[config.mk]
export PLATFORM = sky130hd
export DESIGN_NAME = hazard_ctrl
export DESIGN_NICKNAME = d
export VERILOG_FILES = /design/src/rtl/hazard_ctrl.sv
export SDC_FILE = /design/constraint.sdc
export NUM_CORES = 1
export LEC_CHECK = 0
export CAP_MARGIN = 20
export CELL_PAD_IN_SITES_DETAIL_PLACEMENT = 1
export CELL_PAD_IN_SITES_GLOBAL_PLACEMENT = 1
export CORE_AREA = 2 2 94 96
export CTS_CLUSTER_SIZE = 40
export DETAILED_ROUTE_END_ITERATION = 8
export DIE_AREA = 0 0 96 98
export PLACE_DENSITY = 0.77
export SETUP_SLACK_MARGIN = 0.5
export SYNTH_ARGS = -nofsm -noshare
export SYNTH_HDL_FRONTEND = slang
export SYNTH_SLANG_ARGS = --single-unit
[constraint.sdc]
create_clock -name clk -period 2.2 [get_ports clk]
set_input_delay 0.44 -clock clk [delete_from_list [all_inputs] [get_ports clk]]
set_output_delay 0.44 -clock clk [all_outputs]
set_load 0.1 [all_outputs]
[src/rtl/hazard_ctrl.sv]
// hazard_ctrl: pipeline hazard control with load-use stall, branch flush, memory-wait freeze,
// stall counting and a sticky memory-timeout error.
module hazard_ctrl #(
  parameter int STALL_CNT_W = 16,
  parameter int MEM_TIMEOUT = 255
) (
  input  logic                   clk,
  input  logic                   rst_n,
  input  logic [4:0]             rs1_sel,
  input  logic [4:0]             rs2_sel,
  input  logic                   rs1_used,
  input  logic                   rs2_used,
  input  logic                   id_valid,
  input  logic [4:0]             id_rd_sel,
  input  logic                   id_reg_wr_en,
  input  logic [2:0]             id_reg_wr_mux_sel,
  input  logic                   id_dmem_wr_en,
  input  logic                   ex_branch_taken,
  input  logic                   dmem_busy,
  output logic [4:0]             rd_sel_id_ex,
  output logic                   reg_wr_en_id_ex,
  output logic [2:0]             reg_wr_mux_sel_id_ex,
  output logic                   dmem_wr_en_id_ex,
  output logic [4:0]             rd_sel_ex_mem,
  output logic                   reg_wr_en_ex_mem,
  output logic [2:0]             reg_wr_mux_sel_ex_mem,
  output logic [4:0]             rd_sel_mem_wb,
  output logic                   reg_wr_en_mem_wb,
  output logic [2:0]             reg_wr_mux_sel_mem_wb,
  output logic                   pc_stall,
  output logic                   if_id_stall,
  output logic                   if_id_flush,
  output logic [STALL_CNT_W-1:0] stall_cnt,
  output logic                   mem_timeout
);
  typedef enum logic {RUN, MEM_WAIT} state_t;
  localparam int TW = $clog2(MEM_TIMEOUT + 2);
  localparam logic [TW-1:0] T_MAX = TW'(MEM_TIMEOUT);
  state_t state, state_nxt;
  logic [TW-1:0] tcnt, tcnt_inc;
  logic is_load, load_use, bubble_id;
  assign is_load = (reg_wr_mux_sel_id_ex != 3'd0) && (reg_wr_mux_sel_id_ex <= 3'd5);
  assign load_use = id_valid & reg_wr_en_id_ex & is_load & (rd_sel_id_ex != 5'd0) &
                    ((rs1_used & (rs1_sel == rd_sel_id_ex)) | (rs2_used & (rs2_sel == rd_sel_id_ex)));
  assign bubble_id = ex_branch_taken | load_use | !id_valid;
  assign tcnt_inc = tcnt + TW'(1);
  always_comb begin
    state_nxt = dmem_busy ? MEM_WAIT : RUN;
    pc_stall = rst_n & (dmem_busy | (!ex_branch_taken & load_use));
    if_id_stall = pc_stall;
    if_id_flush = rst_n & !dmem_busy & ex_branch_taken;
  end
  always_ff @(posedge clk) begin
    if (!rst_n) begin
      state <= RUN;
      tcnt <= '0;
      mem_timeout <= 1'b0;
      stall_cnt <= '0;
      rd_sel_id_ex <= '0;
      reg_wr_en_id_ex <= 1'b0;
      reg_wr_mux_sel_id_ex <= '0;
      dmem_wr_en_id_ex <= 1'b0;
      rd_sel_ex_mem <= '0;
      reg_wr_en_ex_mem <= 1'b0;
      reg_wr_mux_sel_ex_mem <= '0;
      rd_sel_mem_wb <= '0;
      reg_wr_en_mem_wb <= 1'b0;
      reg_wr_mux_sel_mem_wb <= '0;
    end else begin
      state <= state_nxt;
      if (pc_stall && stall_cnt != '1) stall_cnt <= stall_cnt + STALL_CNT_W'(1);
      if (state == MEM_WAIT) begin
        tcnt <= (tcnt_inc >= T_MAX) ? T_MAX : tcnt_inc;
        if (tcnt_inc >= T_MAX) mem_timeout <= 1'b1;
      end else begin
        tcnt <= '0;
      end
      // a busy memory freezes every stage; otherwise the pipe shifts
      if (!dmem_busy) begin
        rd_sel_id_ex <= bubble_id ? 5'd0 : id_rd_sel;
        reg_wr_en_id_ex <= bubble_id ? 1'b0 : id_reg_wr_en;
        reg_wr_mux_sel_id_ex <= bubble_id ? 3'd0 : id_reg_wr_mux_sel;
        dmem_wr_en_id_ex <= bubble_id ? 1'b0 : id_dmem_wr_en;
        rd_sel_ex_mem <= rd_sel_id_ex;
        reg_wr_en_ex_mem <= reg_wr_en_id_ex;
        reg_wr_mux_sel_ex_mem <= reg_wr_mux_sel_id_ex;
        rd_sel_mem_wb <= rd_sel_ex_mem;
        reg_wr_en_mem_wb <= reg_wr_en_ex_mem;
        reg_wr_mux_sel_mem_wb <= reg_wr_mux_sel_ex_mem;
      end
    end
  end
endmodule

# Word-level counts from Yosys, hierarchy flattened
# Index checks and enable logic that the tools add are counted.
classes:
  muxes: 6
  n_eq_ne: 3
  add_sub_neg: 2
  magnitude_cmp: 2
  bitwise_logic: 16
  n_reduce_logical: 10
ops:
  columns: ["op", "n"]
  rows:
  - ["$add A16 B1 Y16 const B", 1]
  - ["$ne A16 B16 Y1 const B", 1]
  - ["$and A1 B1 Y1", 10]
  - ["$eq A5 B5 Y1", 2]
  - ["$add A9 B1 Y9 const B", 1]
  - ["$ge A9 B8 Y1 const B", 1]
  - ["$mux W8", 1]
  - ["$mux W5", 1]
  - ["$reduce_bool A5 Y1", 1]
  - ["$or A1 B1 Y1", 4]
  - ["$reduce_and A2 Y1", 2]
  - ["$le A3 B3 Y1 const B", 1]
  - ["$logic_not A1 Y1", 3]
  - ["$mux W1", 3]
  - ["$mux W3", 1]
  - ["$reduce_bool A3 Y1", 1]
  - ["$reduce_or A3 Y1", 1]
  - ["$logic_and A1 B1 Y1", 2]
  - ["$not A1 Y1", 2]
word_totals:
  word_cells: 54
  input_bits: 27
  ff_bits: 55

# Logic depth before layout (Yosys ltp)
# Gate-level depths: netlist (run 1).
logic_depth:
  depth_word: 9
  depth_mapped: 8
  ltp_nobuf: 8

# Worst setup path before layout (run 1)
# OpenSTA, ideal clock, no wires.
synth_timing:
  path_kind: "input to output"
  startpoint: "in dmem_busy"
  endpoint: "out if_id_flush"
  setup_slack_ps: -1308
  cell_stages: 3
  n_path_buf: 2
  required_ps: 1760
  arrival_time_ps: 3068
  path_cell_list: "buf_1 buf_2 nor3_1"
synth_via:
  elab_chain_len: 3
synth_rtl:
  columns: ["element", "line", "source"]
  rows:
  - ["start, declared", "19", "input logic dmem_busy,"]
  - ["$logic_not A1 Y1", null, null]
  - ["$and A1 B1 Y1 (2 in a row)", "51", "if_id_flush = rst_n & !dmem_busy & ex_branch_taken;"]
  - ["end, declared", "32", "output logic if_id_flush,"]
# Every way passes these cells.

# Worst setup path in the final report (run 1)
layout_timing:
  startpoint: "reg rd_sel_id_ex[0]"
  endpoint: "out if_id_stall"
layout_via:
  elab_chain_len: 7
layout_rtl:
  columns: ["element", "line", "source"]
  rows:
  - ["start, declared", "20", "output logic [4:0] rd_sel_id_ex,"]
  - ["start signal, assigned", "80", "rd_sel_id_ex <= bubble_id ? 5'd0 : id_rd_sel;"]
  - ["$eq A5 B5 Y1", "44", "((rs1_used & (rs1_sel == rd_sel_id_ex)) | (rs2_used & (rs2_sel == rd_sel_id_ex)));"]
  - ["$and A1 B1 Y1", "44", null]
  - ["$or A1 B1 Y1", "44", null]
  - ["$and A1 B1 Y1 (*)", "43", "assign load_use = id_valid & reg_wr_en_id_ex & is_load & (rd_sel_id_ex != 5'd0) &"]
  - ["$and A1 B1 Y1 (*)", "49", "pc_stall = rst_n & (dmem_busy | (!ex_branch_taken & load_use));"]
  - ["$or A1 B1 Y1 (*)", "49", null]
  - ["$and A1 B1 Y1 (*)", "49", null]
  - ["end, declared", "31", "output logic if_id_stall,"]
# Every way passes the cells marked *; elsewhere a longest branch is shown, timed or not.

==> results.md, run 1 <==
* # rows at 34
* Worst r2r dst: stall_cnt[12]$_SDFFE_PN0P_
* Mapped Area at 2470 um2
* Setup violations, final at 26
* Leak at 1.61 nW
* Clock Pin Slew Worst Setup and Hold Paths at 100 ps
* Most frequent cells in the layout: 66 x buf_4, 28 x dfxtp_1, 25 x mux2i_1
* Total power at 0.00196 W
* Seq/Total Area, Yosys at 0.446
* EDFF count, synth at 0
* Routed length per instance at 16.2 um
* GRT overflow at 0
* Post-synth net total at 287
* Footprint of the multi-input gates at 1610 um2
* Yosys top cell by area: dfxtp_1
* Antenna violations before repair at 1
* Worst r2r src: rd_sel_id_ex[0]$_SDFFE_PN0N_
* Crit. End Element: output port
* Post-CTS Hold Buffers at 0
* Nets at 394
* Synth top area cells: dfxtp_1 45%, mux2i_1 10%, xnor2_1 5.0%, a22o_1 3.9%, nor2_1 3.2%
* Minimum clock period at 2510 ps
* Hold depth at 1
* Reg2Reg Depth at 14
* I/O Buffers at 74
* Die Y at 98 um
* Root Driver: clkbuf_8
* Critical-path maximum fanout at 3
* Maximum root-to-sink buffer count at 2
* Failing checks: setup timing
* Vias in the first global route at 2479
* Hold Crit Start: stall_cnt[5]$_SDFFE_PN0P_
* Fmax at 0.398 GHz
* Starting DRT DRC Count at 61
* Reg2Reg Setup Slack at -300 ps
* Final Max Slew Viols at 0
* Clk sink count at 55
* Hold EP: stall_cnt[5]$_SDFFE_PN0P_
* Die width at 96 um
* Non-Filler Instances at 474
* Critical path data required time at 1760 ps
* Setup TNS at -6350 ps
* Startpoint types: register
* Placed Area at 3540 um2
* Finished Core Util at 0.485
* FF+latch count, synth at 55
* Synth unique cells at 49
* Largest net degree at the start of global routing at 24
* Die area at 9410 um2
* Top_reg_cell synth: dfxtp_1
* HPWL after DPL at 5.02 mm
* Hold Violations, Final at 0
* Critical path arrival at 2070 ps
* Routed WL at 7.70 mm
* Post-Syn Area per Cell at 9.61 um2
* Gr usage total at 0.168
* Worst skew pair latency at 320 ps
* Pwr Density at 477 nW/um2
* Core Box Area at 8470 um2
* Design area at 4110 um2
* DRT met1 WL at 3.28 mm
* Storage element area at 1180 um2
* Max cap viols at 0
* Skew final at 10.1 ps
* Initial DRT Pass Iterations at 4
* Gpl congestion at 0.809
* Starting density of the core at 0.292
* Ys async rst share at 0
* Peak supply drop at 0.000270 V
* Filler instances at 941
* Final worst-path cycle share at 1.14
* Layout cells sized above 1 at 0.460
* H-tree levels at 2
* Gate Count Post-Synth at 257
* Synth warn at 0
* Outcome: complete, but fails checks
* RSZ-0062 raised after global routing: true
* Top-area cell type share of the netlist area at 0.446
* Num CTS Buffers at 5
* Final worst slack at -314 ps
* I/O pin count at 75
* Max Used Layer: met4
* Most common cell after layout, fill and taps aside: buf_4
* Met3 wire len at 560 um
* Met2 WL at 3.79 mm
* Vias at 2388
* Area grow syn2layout at 66.4%
* HP Class: register to register
* Detail Route Antenna Nets at 0
* Via-to-Cell Ratio at 5.04
* Remaining DRCs at 0
* Dpl cells at 445
* CTS tree: yes
* Kind of critical path: register to output port
* First-pass GRT wire length at 12.4 mm
==> cells by family (layout without fill, tap and decap cells) <==
kind of cell | after synthesis | count (layout) | share of synthesized area
AO/OA/AOI/OAI | 47 | 48 | 0.154
flip-flops | 55 | 55 | 0.446
buffers and inverters | 20 | 127 | 0.0400
XOR/XNOR | 16 | 16 | 0.0567
AND/OR/NAND/NOR | 90 | 90 | 0.185
multiplexers | 25 | 25 | 0.101
other | 1 | 2 | 0.00152
adder cells (fa/ha/maj) | 3 | 3 | 0.0152
==> critical path, cell delays in order (launching register included) <==
cell	delay (ps)
dfxtp_4	360
or4_4	540
o211ai_4	190
a211oi_2	60
buf_4	170
a31oi_4	210
inv_8	60
buf_12	160
==> worst max-delay path by stage <==
stage | endpoint | start | depth (start not counted) | slack [ps]
CTS | if_id_stall | rd_sel_id_ex[0]$_SDFFE_PN0N_ | 7 | -310
detailed placement | stall_cnt[15]$_SDFFE_PN0P_ | rs2_sel[4] | 8 | -230
floorplan | pc_stall | rd_sel_id_ex[0]$_SDFFE_PN0N_ | 6 | -80
global placement | stall_cnt[15]$_SDFFE_PN0P_ | rs2_sel[4] | 8 | -180
finish | if_id_stall | rd_sel_id_ex[0]$_SDFFE_PN0N_ | 7 | -310
global route | stall_cnt[7]$_SDFFE_PN0P_ | rd_sel_id_ex[0]$_SDFFE_PN0N_ | 12 | -390
==> cell usage after synthesis (3+ instances only) <==
cell type   n
dfxtp_1    55
mux2i_1    25
nor2_1     21
nand2_1    18
xnor2_1    14
a22o_1     11
nand3_1    10
nor3_1      9
nand4_1     8
o21ai_0     8
clkbuf_1    6
nand2b_1    6
a21oi_1     4
buf_2       4
inv_1       4
o41ai_1     4
and3_1      3
and4_1      3
ha_1        3
o311ai_1    3
==> state kept, by name, indices dropped and copies added (netlist names), 3 cells and up <==
signal,flops
rd_sel_ex_mem,5
rd_sel_id_ex,5
rd_sel_mem_wb,5
reg_wr_mux_sel_ex_mem,3
reg_wr_mux_sel_id_ex,3
reg_wr_mux_sel_mem_wb,3
stall_cnt,16
tcnt,9
==> per-stage QoR <==
step / setup WS [ps] / hold slack (ps)
after floorplan: -82.3 / 455
after global placement: -176 / 439
after detailed placement: -232 / 446
after CTS: -309 / 463
after global routing: -395 / 477
final: -314 / 469
==> per-layer routing <==
metal  vias to the layer above  GRT usage
met4                         0     0.0473
li1                       1158          -
met5                         -          0
met2                        74      0.274
met3                         5     0.0586
met1                      1151      0.208
==> cell type report <==
type                       instances  area share
antenna                            1    0.000609
clock buffer                       5      0.0167
clock inverter                     3     0.00639
inverter                           5     0.00700
multi-input combinational        183       0.391
sequential                        55       0.288
tap                              108      0.0329
timing repair buffer             114       0.257
==> power breakdown <==
group / internal, W / switching [W] / leakage (nW) / total (W)
Clock: 0.000235 / 0.000371 / 0.0491 / 0.000607
Combinational: 0.000147 / 0.000198 / 1.10 / 0.000345
Sequential: 0.000991 / 0.0000182 / 0.464 / 0.00101
==> timing repair <==
action,4_1_cts,5_1_grt
setup endpoints to repair,36,37
cloned,1,1
resized for setup,50,18
pin swaps,20,14
setup buffers,16,2
Power figures use the tool's default switching activity.
==> run 2, diff against run 1 <==
Settings changed: CORE_AREA 2 2 94 96 to 2 2 88 90, DIE_AREA 0 0 96 98 to 0 0 90 92, PLACE_DENSITY 0.77 to 0.85.
==> run 2 against run 1 <==
Net effect:
- register-to-register slack better by 260 ps
- wire length is 1.9% higher
- critical endpoint is now pc_stall
- sequential share of layout area is 0.66 points higher
- largest cell class unchanged
- critical path depth is 1 lower
- critical path type unchanged
- sequential cell count stayed put
- first-iteration DRC count is 26% lower
- clock power hardly changed
- the run still ends with setup timing left
- clock skew is 1.5 ps higher
==> results.md, run 2 (synthesized netlist as in run 1, its figures left out) <==
* Leak at 1.59 nW (-1.4%)
* Die area at 8280 um2 (-12%)
* Skew final at 11.6 ps (+1.48 ps)
* Root Driver: clkbuf_8
* Final Max Slew Viols at 0 (unchanged)
* Critical path data required time at 1760 ps (about the same)
* Hold Violations, Final at 0 (unchanged)
* Detail Route Antenna Nets at 0 (unchanged)
* Vias at 2344 (-1.8%)
* GRT overflow at 0 (unchanged)
* Routed WL at 7.85 mm (+1.9%)
* CTS tree: yes
* Die width at 90 um (-6.3%)
* Registers with the most flip-flops: stall_cnt: 16 flops, tcnt: 9 flops
* Max cap viols at 0 (unchanged)
* Critical-path maximum fanout at 3 (unchanged)
* Worst skew pair latency at 320 ps (about the same)
* I/O Buffers at 74 (unchanged)
* Design area at 4020 um2 (-2.2%)
* Maximum root-to-sink buffer count at 2 (unchanged)
* Total power at 0.00196 W (about the same)
* Nets at 383 (-2.8%)
* Gr usage total at 0.180 (+0.0121)
* First-pass GRT wire length at 12.2 mm (-1.7%)
* Clock Pin Slew Worst Setup and Hold Paths at 100 ps (about the same)
* Layout cells sized above 1 at 0.449 (-0.0111)
* RSZ-0062 raised after global routing: true
* Kind of critical path: register to output port
* Outcome: complete, but fails checks
* Gpl congestion at 0.805 (-0.53%)
* Crit. End Element: output port
* Largest net degree at the start of global routing at 24 (unchanged)
* Vias in the first global route at 2492 (+0.52%)
* Setup violations, final at 8 (-69%)
* Final worst-path cycle share at 1.07 (-0.0772)
* Placed Area at 3530 um2 (about the same)
* Remaining DRCs at 0 (unchanged)
* HPWL after DPL at 5.26 mm (+4.7%)
* Pre-CTS setup slack at -250 ps (-18.1 ps)
* Fmax at 0.427 GHz (+7.2%)
* Startpoint types: register
* Peak supply drop at 0.000421 V (+56%)
* Largest register FFs at 16 (unchanged)
* H-tree levels at 2 (unchanged)
* Via-to-Cell Ratio at 5.13 (+1.8%)
* Final worst slack at -144 ps (+170 ps)
* Failing checks: setup timing
* I/O pin count at 75 (unchanged)
* Routed length per instance at 17.2 um (+5.7%)
* Most frequent cells in the layout: 65 x buf_4, 28 x dfxtp_1, 25 x mux2i_1
* # rows at 32 (-5.9%)
* Critical path arrival at 1900 ps (-170 ps)
* Num CTS Buffers at 5 (unchanged)
* Initial DRT Pass Iterations at 4 (unchanged)
* Core Box Area at 7450 um2 (-12%)
* Die Y at 92 um (-6.1%)
* Starting density of the core at 0.332 (+0.0399)
* Most flop-heavy register: stall_cnt
* Minimum clock period at 2340 ps (-170 ps)
* Clk sink count at 55 (unchanged)
* HP Class: register to register
* Most common cell after layout, fill and taps aside: buf_4
* Pwr Density at 488 nW/um2 (+2.3%)
* Antenna violations before repair at 1 (unchanged)
* Area grow syn2layout at 62.7%
* Starting DRT DRC Count at 45 (-26%)
* Post-CTS Hold Buffers at 0 (unchanged)
## run 2: cell count changes in the layout (fill, tap and decap cells not counted), moves of 3 or more
| cell | before | now |
|---|---|---|
| buf_12 | 5 | 8 |
| buf_6 | 16 | 5 |
| clkdlybuf4s50_1 | 23 | 14 |
| dlygate4sd2_1 | 1 | 11 |
## run 2: per-layer routing
layer,vias up,track usage,part of all wire
met2,68,0.328,0.51
met4,0,0.0449,0.012
met5,-,0,0
met3,8,0.0542,0.060
met1,1137,0.206,0.41
li1,1131,-,-
## run 2: layout make-up
| cell class | count | area [um2] |
|---|---|---|
| Tap cell | 102 | 128 |
| Clock inverter | 3 | 27.5 |
| Timing Repair Buffer | 104 | 952 |
| Inverter | 5 | 28.8 |
| Sequential cell | 55 | 1180 |
| Clock buffer | 5 | 68.8 |
| Fill cell | 822 | 3430 |
| Multi-Input combinational cell | 182 | 1630 |
| Antenna cell | 1 | 2.50 |
## run 2: power breakdown
part / switching, W / internal [W] / total, W
registers: 0.0000183 / 0.000991 / 0.00101
clock network: 0.000371 / 0.000237 / 0.000608
logic: 0.000203 / 0.000142 / 0.000345
total: 0.000592 / 0.00137 / 0.00196
## run 2: worst max-delay path: stages, from the launching register on
cell,delay [ps]
dfxtp_4,350
or4_4,530
o211ai_2,170
a211oi_2,80
a31oi_4,230
inv_8,60
buf_12,160
## run 2: final timing paths
path                                                    from                   endpoint  slack, ps  depth (start not counted)
worst max-delay path            rd_sel_id_ex[0]$_SDFFE_PN0N_                   pc_stall       -140                          6
worst min-delay path               stall_cnt[4]$_SDFFE_PN0P_  stall_cnt[4]$_SDFFE_PN0P_        470                          1
worst max register to register  rd_sel_id_ex[1]$_SDFFE_PN0N_  stall_cnt[7]$_SDFFE_PN0P_        -40                          9
worst min register to register     stall_cnt[4]$_SDFFE_PN0P_  stall_cnt[4]$_SDFFE_PN0P_        470                          1
## run 2: what timing repair did
| item | in CTS | in global routing |
|---|---|---|
| endpoints found under the setup margin | 36 | 37 |
| pin swaps | 9 | 7 |
| resized for setup | 35 | 33 |
| cloned | 0 | 0 |
| buffers inserted | 5 | 5 |
## run 2: through the flow
step	util	TNS [ps]	hold slack [ps]	std cells
6_report	0.539	-590	468	457
5_1_grt	0.539	-1430	487	457
4_1_cts	0.509	-317	471	451
3_5_place_dp	0.474	-2420	455	438
3_3_place_gp	0.474	-1440	441	438
2_1_floorplan	-	-126	455	257
